--- config.mk ---
export PLATFORM = sky130hd
export DESIGN_NAME = ctrl_unit
export DESIGN_NICKNAME = d
export VERILOG_FILES = /design/src/rtl/ctrl_unit.sv
export SDC_FILE = /design/constraint.sdc
export NUM_CORES = 1
export LEC_CHECK = 0
export BUFFER_PORTS_ARGS = -buffer_cell sky130_fd_sc_hd__buf_4
export CAP_MARGIN = 20
export CORE_MARGIN = 10
export CORE_UTILIZATION = 45
export DETAILED_ROUTE_END_ITERATION = 12
export MAX_ROUTING_LAYER = met4
export PLACE_DENSITY = 0.74
export SKIP_LAST_GASP = 1
export SLEW_MARGIN = 20
export SYNTH_ARGS = -nofsm -noshare
export SYNTH_HDL_FRONTEND = slang
export SYNTH_SLANG_ARGS = --single-unit
export TNS_END_PERCENT = 10
--- constraint.sdc ---
create_clock -name clk -period 5.4 [get_ports clk]
set_input_delay 0.54 -clock clk [delete_from_list [all_inputs] [get_ports clk]]
set_output_delay 0.54 -clock clk [all_outputs]
set_load 0.05 [all_outputs]
--- src/rtl/ctrl_unit.sv ---
// ctrl_unit: fetch/decode/execute sequencer for the 8-bit accumulator CPU.
// Fetches one instruction per req/ack handshake, then spends one cycle in
// DECODE (register file / ALU settle) and one in EXECUTE (strobes fire).
//
// Optional build macro: ILLEGAL_TRAP_EN
//   defined   -> opcodes C..E halt the core and raise illegal_op until reset
//   undefined -> opcodes C..E behave as NOP, illegal_op tied low
//
// state   | meaning
// --------+---------------------------------------------------------------
// IDLE    | post-reset bubble, moves to FETCH on the next cycle
// FETCH   | imem_req high at imem_addr=pc, waits for imem_ack, loads IR
// DECODE  | rf_addr/imm present IR[3:0] so downstream paths settle
// EXECUTE | single-cycle strobes for the decoded opcode, branch pc update
// HALT    | halted high, no requests or strobes, left only via CLB

module ctrl_unit #(
    parameter int              PC_W     = 8,
    parameter logic [PC_W-1:0] RESET_PC = '0
) (
    input  logic            clk,
    input  logic            CLB,
    output logic            imem_req,
    output logic [PC_W-1:0] imem_addr,
    input  logic            imem_ack,
    input  logic [7:0]      imem_data,
    input  logic [7:0]      acc_val,
    output logic [1:0]      SelAcc,
    output logic            loadAcc,
    output logic [3:0]      imm,
    output logic [3:0]      rf_addr,
    output logic            rf_we,
    output logic [2:0]      alu_op,
    output logic            halted,
    output logic            illegal_op
);

    typedef enum logic [2:0] {
        S_IDLE    = 3'd0,
        S_FETCH   = 3'd1,
        S_DECODE  = 3'd2,
        S_EXECUTE = 3'd3,
        S_HALT    = 3'd4
    } state_t;

    localparam logic [3:0] OP_NOP = 4'h0;
    localparam logic [3:0] OP_LDI = 4'h1;
    localparam logic [3:0] OP_LDR = 4'h2;
    localparam logic [3:0] OP_STR = 4'h3;
    localparam logic [3:0] OP_ADD = 4'h4;
    localparam logic [3:0] OP_SUB = 4'h5;
    localparam logic [3:0] OP_AND = 4'h6;
    localparam logic [3:0] OP_OR  = 4'h7;
    localparam logic [3:0] OP_XOR = 4'h8;
    localparam logic [3:0] OP_NOT = 4'h9;
    localparam logic [3:0] OP_JMP = 4'hA;
    localparam logic [3:0] OP_JZ  = 4'hB;
    localparam logic [3:0] OP_HLT = 4'hF;

    localparam logic [1:0] SEL_ALU = 2'b00;
    localparam logic [1:0] SEL_RF  = 2'b01;
    localparam logic [1:0] SEL_IMM = 2'b10;

    state_t          state_q, state_d;
    logic [PC_W-1:0] pc_q, pc_d;
    logic [7:0]      ir_q, ir_d;

    logic [3:0]      opcode;
    logic [3:0]      operand;
    logic            branch_taken;
    logic [PC_W-1:0] branch_target;
    logic            trap_hit;

    assign opcode  = ir_q[7:4];
    assign operand = ir_q[3:0];

    // pc has already been incremented past the branch when EXECUTE runs,
    // so the signed offset is relative to the following instruction.
    assign branch_target = pc_q + {{(PC_W-4){operand[3]}}, operand};
    assign branch_taken  = (opcode == OP_JMP) ||
                           ((opcode == OP_JZ) && (acc_val == 8'h00));

`ifdef ILLEGAL_TRAP_EN
    logic is_reserved;
    logic illegal_q;

    assign is_reserved = (opcode == 4'hC) || (opcode == 4'hD) || (opcode == 4'hE);
    assign trap_hit    = (state_q == S_EXECUTE) && is_reserved;

    // Sticky trap flag; only reset clears it since HALT is never left otherwise.
    always_ff @(posedge clk or negedge CLB) begin
        if (!CLB) begin
            illegal_q <= 1'b0;
        end else if (trap_hit) begin
            illegal_q <= 1'b1;
        end
    end

    assign illegal_op = illegal_q;
`else
    assign trap_hit   = 1'b0;
    assign illegal_op = 1'b0;
`endif

    assign imem_addr = pc_q;

    // State, program counter and instruction register.
    always_ff @(posedge clk or negedge CLB) begin
        if (!CLB) begin
            state_q <= S_IDLE;
            pc_q    <= RESET_PC;
            ir_q    <= 8'h00;
        end else begin
            state_q <= state_d;
            pc_q    <= pc_d;
            ir_q    <= ir_d;
        end
    end

    // Next-state, pc and IR update; imem_ack only matters while fetching.
    always_comb begin
        state_d = state_q;
        pc_d    = pc_q;
        ir_d    = ir_q;
        case (state_q)
            S_IDLE: begin
                state_d = S_FETCH;
            end
            S_FETCH: begin
                if (imem_ack) begin
                    ir_d    = imem_data;
                    pc_d    = pc_q + PC_W'(1);
                    state_d = S_DECODE;
                end
            end
            S_DECODE: begin
                state_d = S_EXECUTE;
            end
            S_EXECUTE: begin
                if (opcode == OP_HLT || trap_hit) begin
                    state_d = S_HALT;
                end else begin
                    state_d = S_FETCH;
                    if (branch_taken) begin
                        pc_d = branch_target;
                    end
                end
            end
            S_HALT: begin
                state_d = S_HALT;
            end
            default: begin
                state_d = S_IDLE;
            end
        endcase
    end

    // Output decode from state and IR; strobes exist only in EXECUTE.
    always_comb begin
        imem_req = 1'b0;
        SelAcc   = SEL_ALU;
        loadAcc  = 1'b0;
        imm      = 4'h0;
        rf_addr  = 4'h0;
        rf_we    = 1'b0;
        alu_op   = 3'd0;
        halted   = 1'b0;
        case (state_q)
            S_FETCH: begin
                imem_req = 1'b1;
            end
            S_DECODE: begin
                imm     = operand;
                rf_addr = operand;
            end
            S_EXECUTE: begin
                imm     = operand;
                rf_addr = operand;
                case (opcode)
                    OP_LDI: begin
                        loadAcc = 1'b1;
                        SelAcc  = SEL_IMM;
                    end
                    OP_LDR: begin
                        loadAcc = 1'b1;
                        SelAcc  = SEL_RF;
                    end
                    OP_STR: begin
                        rf_we = 1'b1;
                    end
                    OP_ADD: begin
                        loadAcc = 1'b1;
                        alu_op  = 3'd0;
                    end
                    OP_SUB: begin
                        loadAcc = 1'b1;
                        alu_op  = 3'd1;
                    end
                    OP_AND: begin
                        loadAcc = 1'b1;
                        alu_op  = 3'd2;
                    end
                    OP_OR: begin
                        loadAcc = 1'b1;
                        alu_op  = 3'd3;
                    end
                    OP_XOR: begin
                        loadAcc = 1'b1;
                        alu_op  = 3'd4;
                    end
                    OP_NOT: begin
                        loadAcc = 1'b1;
                        alu_op  = 3'd5;
                    end
                    default: begin
                        // NOP, branches, HLT and reserved opcodes strobe nothing
                        loadAcc = 1'b0;
                    end
                endcase
            end
            S_HALT: begin
                halted = 1'b1;
            end
            default: begin
                halted = 1'b0;
            end
        endcase
    end

endmodule

==> flow_results.xml <==
<?xml version="1.0" encoding="UTF-8"?>
<metrics>
  <group name="run_status">
    <metric name="run_status" unit="">completed</metric>
  </group>
  <group name="timing">
    <metric name="finalWorstPathRequiredPeriod" unit="ps">2650</metric>
    <metric name="final.setup.worst_slack" unit="ps">2750</metric>
    <metric name="timing.final.crit_share" unit="%">49.0</metric>
    <metric name="fmax" unit="MHz">378</metric>
    <metric name="timing.final.max_slew_violations" unit="">0</metric>
    <metric name="slew_headroom" unit="%">63.4</metric>
    <metric name="grt_setup_unrepaired" unit="">false</metric>
    <metric name="timing_hold_violations_final" unit="">0</metric>
    <metric name="setup_total_negative_slack" unit="ps">0</metric>
    <metric name="worst_pin_slew" unit="ps">548</metric>
    <metric name="clock-skew-final" unit="ps">2.44</metric>
    <metric name="fin_hold_ws" unit="ps">94.4</metric>
    <metric name="final_setup_violation_count" unit="">0</metric>
  </group>
  <group name="grt">
    <metric name="grt_pass1_vias" unit="">1100</metric>
    <metric name="grtUsageMet1" unit="%">13.2</metric>
    <metric name="gr-total-overflow" unit="">0</metric>
    <metric name="grt_start_max_net_pins" unit="">20</metric>
    <metric name="met2_capacity_usage_during_global_routing" unit="%">18.2</metric>
    <metric name="globalRoute.busiestLayer" unit="">met2</metric>
    <metric name="grt_antenna_before_repair" unit="">0</metric>
    <metric name="grt_first_pass_wirelength" unit="microns">4790</metric>
    <metric name="use_met3" unit="%">3.31</metric>
    <metric name="grt_usage" unit="%">11.4</metric>
  </group>
  <group name="clock_network">
    <metric name="worst_skew_pair.late_latency" unit="ps">300</metric>
    <metric name="post-cts-setup-buffers" unit="">0</metric>
    <metric name="post_cts.resized_instances" unit="">0</metric>
    <metric name="worst_setup_hold_path_clk_slew" unit="ps">100</metric>
    <metric name="ctsRootBufferMaster" unit="">sky130_fd_sc_hd__clkbuf_4</metric>
    <metric name="cts_hold_buffers" unit="">0</metric>
    <metric name="clock_sinks" unit="">19</metric>
    <metric name="tritoncts_clock_tree" unit="">done</metric>
    <metric name="clock_tree.buffer_depth" unit="">2</metric>
    <metric name="cts_htree_levels" unit="">1</metric>
    <metric name="tritoncts.num_buffers" unit="">3</metric>
  </group>
  <group name="logic_synthesis">
    <metric name="synthesis.nets" unit="">150</metric>
    <metric name="netlist-cell-type-count" unit="">40</metric>
    <metric name="synth_area_per_cell" unit="sq um">9.47</metric>
    <metric name="synth.cell_area" unit="sq um">1200</metric>
    <metric name="synth_sequential_area_ratio" unit="%">39.5</metric>
    <metric name="synthesis.instances" unit="">127</metric>
    <metric name="synth.yosys.warnings" unit="">0</metric>
    <metric name="yosys_register_bits" unit="">19</metric>
  </group>
  <group name="routing">
    <metric name="dr.pass1.iters" unit="">4</metric>
    <metric name="wire_length_after_detailed_routing" unit="microns">2910</metric>
    <metric name="detailedRoute.firstIterationViolations" unit="">41</metric>
    <metric name="drt-vias-per-instance" unit="">5.27</metric>
    <metric name="route.vias.total" unit="">1038</metric>
    <metric name="drt-wirelength-per-cell" unit="microns">14.7</metric>
    <metric name="post-route-drc-count" unit="">0</metric>
    <metric name="drt.antenna.violating_nets" unit="">0</metric>
  </group>
  <group name="cells_and_area">
    <metric name="most-common-layout-cells" unit="">sky130_fd_sc_hd__buf_4, sky130_fd_sc_hd__dfrtp_1, sky130_fd_sc_hd__nor2_1, sky130_fd_sc_hd__nand2_1, sky130_fd_sc_hd__mux2_2</metric>
    <metric name="antenna_cells" unit="">0</metric>
    <metric name="stdcell_area" unit="sq um">1540</metric>
    <metric name="nNetsFinal" unit="">191</metric>
    <metric name="area_growth_syn_to_layout" unit="%">28.4</metric>
    <metric name="share_of_cells_above_drive_strength_1" unit="%">38.9</metric>
    <metric name="most_common_library_cell_in_the_layout_ignoring_fill_and_taps" unit="">sky130_fd_sc_hd__buf_4</metric>
  </group>
  <group name="power">
    <metric name="p_switching" unit="mW">0.602</metric>
    <metric name="combPwrFrac" unit="%">65.2</metric>
    <metric name="static-leakage-power" unit="nW">0.734</metric>
    <metric name="power_frac_clock" unit="%">6.5</metric>
    <metric name="p_sw_share" unit="%">54.5</metric>
    <metric name="power-per-cell-area" unit="nW/um^2">715</metric>
    <metric name="internal-power" unit="mW">0.502</metric>
    <metric name="ir_drop" unit="V">0.000492</metric>
    <metric name="part_of_the_total_power_dissipated_in_sequential_elements" unit="%">28.2</metric>
  </group>
  <group name="critical_path">
    <metric name="critical-path-max-stage-delay" unit="ps">440</metric>
    <metric name="criticalPathCategory" unit="">flip-flop to flip-flop</metric>
    <metric name="worst_setup_path_end_kind" unit="">flip-flop</metric>
    <metric name="critPathSlowestCell" unit="">sky130_fd_sc_hd__dfrtp_1</metric>
    <metric name="r2r-end" unit="">imem_addr[7]$_DFFE_PN0P_</metric>
    <metric name="r2r-start" unit="">state_q[2]$_DFFE_PN0N_</metric>
    <metric name="worst-path-max-fanout" unit="">7</metric>
    <metric name="worst-endpoint-arrival" unit="ps">2880</metric>
    <metric name="critPathRequiredTime" unit="ps">5630</metric>
    <metric name="worst_setup_path_start_kind" unit="">flip-flop</metric>
    <metric name="r2r_setup_slack" unit="ps">2750</metric>
    <metric name="path_cells" unit="">nand2b_1 &gt; nor2_1 &gt; nand2_1 &gt; inv_1 &gt; ha_1 &gt; a21o_1 &gt; a21oi_1 &gt; o211ai_1 &gt; a211oi_2 &gt; xor2_1</metric>
    <metric name="rr_worst_depth" unit="">10</metric>
  </group>
  <group name="hold_path">
    <metric name="hold_path_class" unit="">primary input to asynchronous set/reset pin</metric>
  </group>
  <group name="job">
    <metric name="cap_violations" unit="">0</metric>
  </group>
  <group name="placed_design">
    <metric name="dp_slack" unit="ps">2800</metric>
    <metric name="detailedPlacementHpwl" unit="microns">2350</metric>
    <metric name="finalWeightedCongestion" unit="">0.761</metric>
    <metric name="io_buffer_count" unit="">43</metric>
    <metric name="dpl-instance-area" unit="sq um">1520</metric>
  </group>
  <group name="floorplanning">
    <metric name="i_o_pin_count" unit="">45</metric>
    <metric name="num_rows" unit="">18</metric>
    <metric name="die_width" unit="microns">71.7</metric>
    <metric name="floorplan.core_area" unit="sq um">2520</metric>
    <metric name="start_util" unit="%">47.7</metric>
    <metric name="die_area" unit="sq um">5140</metric>
    <metric name="dieHeight" unit="microns">71.7</metric>
  </group>
</metrics>
Yosys cell counts:
master | n | area share, %
sky130_fd_sc_hd__nor2_1 | 13 | 4.1
sky130_fd_sc_hd__o21ai_0 | 3 | 1.2
sky130_fd_sc_hd__conb_1 | 1 | 0.31
sky130_fd_sc_hd__fa_1 | 1 | 1.7
sky130_fd_sc_hd__or3b_2 | 1 | 0.73
sky130_fd_sc_hd__inv_1 | 4 | 1.2
sky130_fd_sc_hd__a211oi_2 | 1 | 1.0
sky130_fd_sc_hd__nand2b_1 | 3 | 1.6
sky130_fd_sc_hd__dfrtp_1 | 19 | 40
sky130_fd_sc_hd__o21bai_1 | 2 | 1.2
sky130_fd_sc_hd__o21a_1 | 1 | 0.62
sky130_fd_sc_hd__nor2_2 | 1 | 0.52
sky130_fd_sc_hd__nand4b_2 | 1 | 1.2
sky130_fd_sc_hd__and3_1 | 1 | 0.52
sky130_fd_sc_hd__nor3b_1 | 1 | 0.62
sky130_fd_sc_hd__nor4_1 | 1 | 0.52
sky130_fd_sc_hd__ha_1 | 3 | 3.1
sky130_fd_sc_hd__o31ai_1 | 1 | 0.62
sky130_fd_sc_hd__nor3_1 | 6 | 2.5
sky130_fd_sc_hd__or4_1 | 1 | 0.62
sky130_fd_sc_hd__nand3b_1 | 1 | 0.62
sky130_fd_sc_hd__a21oi_2 | 1 | 0.73
sky130_fd_sc_hd__and2_1 | 6 | 3.1
sky130_fd_sc_hd__clkbuf_1 | 2 | 0.62
sky130_fd_sc_hd__or4_4 | 1 | 0.94
sky130_fd_sc_hd__nand2_1 | 11 | 3.4
sky130_fd_sc_hd__o211ai_1 | 1 | 0.62
sky130_fd_sc_hd__a31oi_1 | 1 | 0.52
sky130_fd_sc_hd__or2_2 | 2 | 1.0
sky130_fd_sc_hd__nand3_1 | 1 | 0.42
sky130_fd_sc_hd__buf_4 | 5 | 3.1
sky130_fd_sc_hd__nor2b_1 | 3 | 1.6
sky130_fd_sc_hd__mux2_2 | 10 | 9.4
sky130_fd_sc_hd__a21o_1 | 1 | 0.62
sky130_fd_sc_hd__xor2_1 | 6 | 4.4
sky130_fd_sc_hd__nand4_1 | 1 | 0.52
sky130_fd_sc_hd__xnor2_1 | 1 | 0.73
sky130_fd_sc_hd__o21ai_2 | 1 | 0.73
sky130_fd_sc_hd__a21oi_1 | 6 | 2.5
sky130_fd_sc_hd__mux2i_1 | 1 | 0.83
critical path, delay by kind of cell, from the launching register on:
| kind | cells | cell delay (ps) |
|---|---|---|
| AOI/OAI and AO/OA | 4 | 960 |
| xor gates and xnor gates | 1 | 160 |
| adders and majority gates | 1 | 220 |
| buffers and inverters | 1 | 80 |
| DFF | 1 | 440 |
| and+or+nand+nor | 3 | 710 |
how the worst max path moves through the flow:
| stage | from | end | slack [ps] | cells past startpoint |
|---|---|---|---|---|
| after floorplan | state_q[2]$_DFFE_PN0N_ | SelAcc[1] | 3100 | 2 |
| after detailed placement | state_q[2]$_DFFE_PN0N_ | imem_addr[7]$_DFFE_PN0P_ | 2800 | 10 |
| after global routing | state_q[2]$_DFFE_PN0N_ | imem_addr[7]$_DFFE_PN0P_ | 2510 | 10 |
| final | state_q[2]$_DFFE_PN0N_ | imem_addr[7]$_DFFE_PN0P_ | 2750 | 10 |
| after global placement | state_q[2]$_DFFE_PN0N_ | imem_addr[7]$_DFFE_PN0P_ | 2850 | 10 |
| after CTS | state_q[2]$_DFFE_PN0N_ | imem_addr[7]$_DFFE_PN0P_ | 2730 | 10 |
kinds of logic after synthesis:
| group | share of synthesized area, % |
|---|---|
| flip-flops | 39.5 |
| buffers and inverters | 4.99 |
| multiplexers | 10.2 |
| AND/OR/NAND/NOR | 24.6 |
| other | 0.312 |
| AO/OA/AOI/OAI | 10.5 |
| XOR/XNOR | 5.10 |
| adder cells (fa/ha/maj) | 4.79 |
layer usage:
layer,part of all wire [%],vias to the layer above
li1,-,511
met3,6.5,4
met1,45,489
met2,48,34
met5,0,-
met4,1.1,0
sequential cells by signal, summed over array words and instances, names as in the netlist:
signal,cells
imem_addr,8
ir_q,8
state_q,3
stage by stage:
| step | instances | util, % | power [mW] |
|---|---|---|---|
| after global placement | 193 | 60.2 | 1.03 |
| after CTS | 197 | 61.2 | 1.12 |
| after global routing | 197 | 61.2 | 1.18 |
| after detailed placement | 193 | 60.2 | 1.04 |
| final | 197 | 61.2 | 1.10 |
| after floorplan | 127 | - | 0.853 |
power by group through the flow:
stage	Combinational [mW]	Sequential, mW	Clock [mW]
5_1_grt	0.779	0.325	0.0794
4_1_cts	0.730	0.312	0.0750
3_5_place_dp	0.724	0.316	0
2_1_floorplan	0.466	0.387	0
3_3_place_gp	0.717	0.310	0
6_report	0.720	0.312	0.0723
cell type report:
type,count,area (sq um)
Inverter,4,15.0
Tap cell,30,37.5
Timing Repair Buffer,43,323
Fill cell,233,978
Multi-Input combinational cell,97,667
Sequential cell,19,475
Clock buffer,4,26.3
Note: power is estimated with default switching activity, not from simulation.
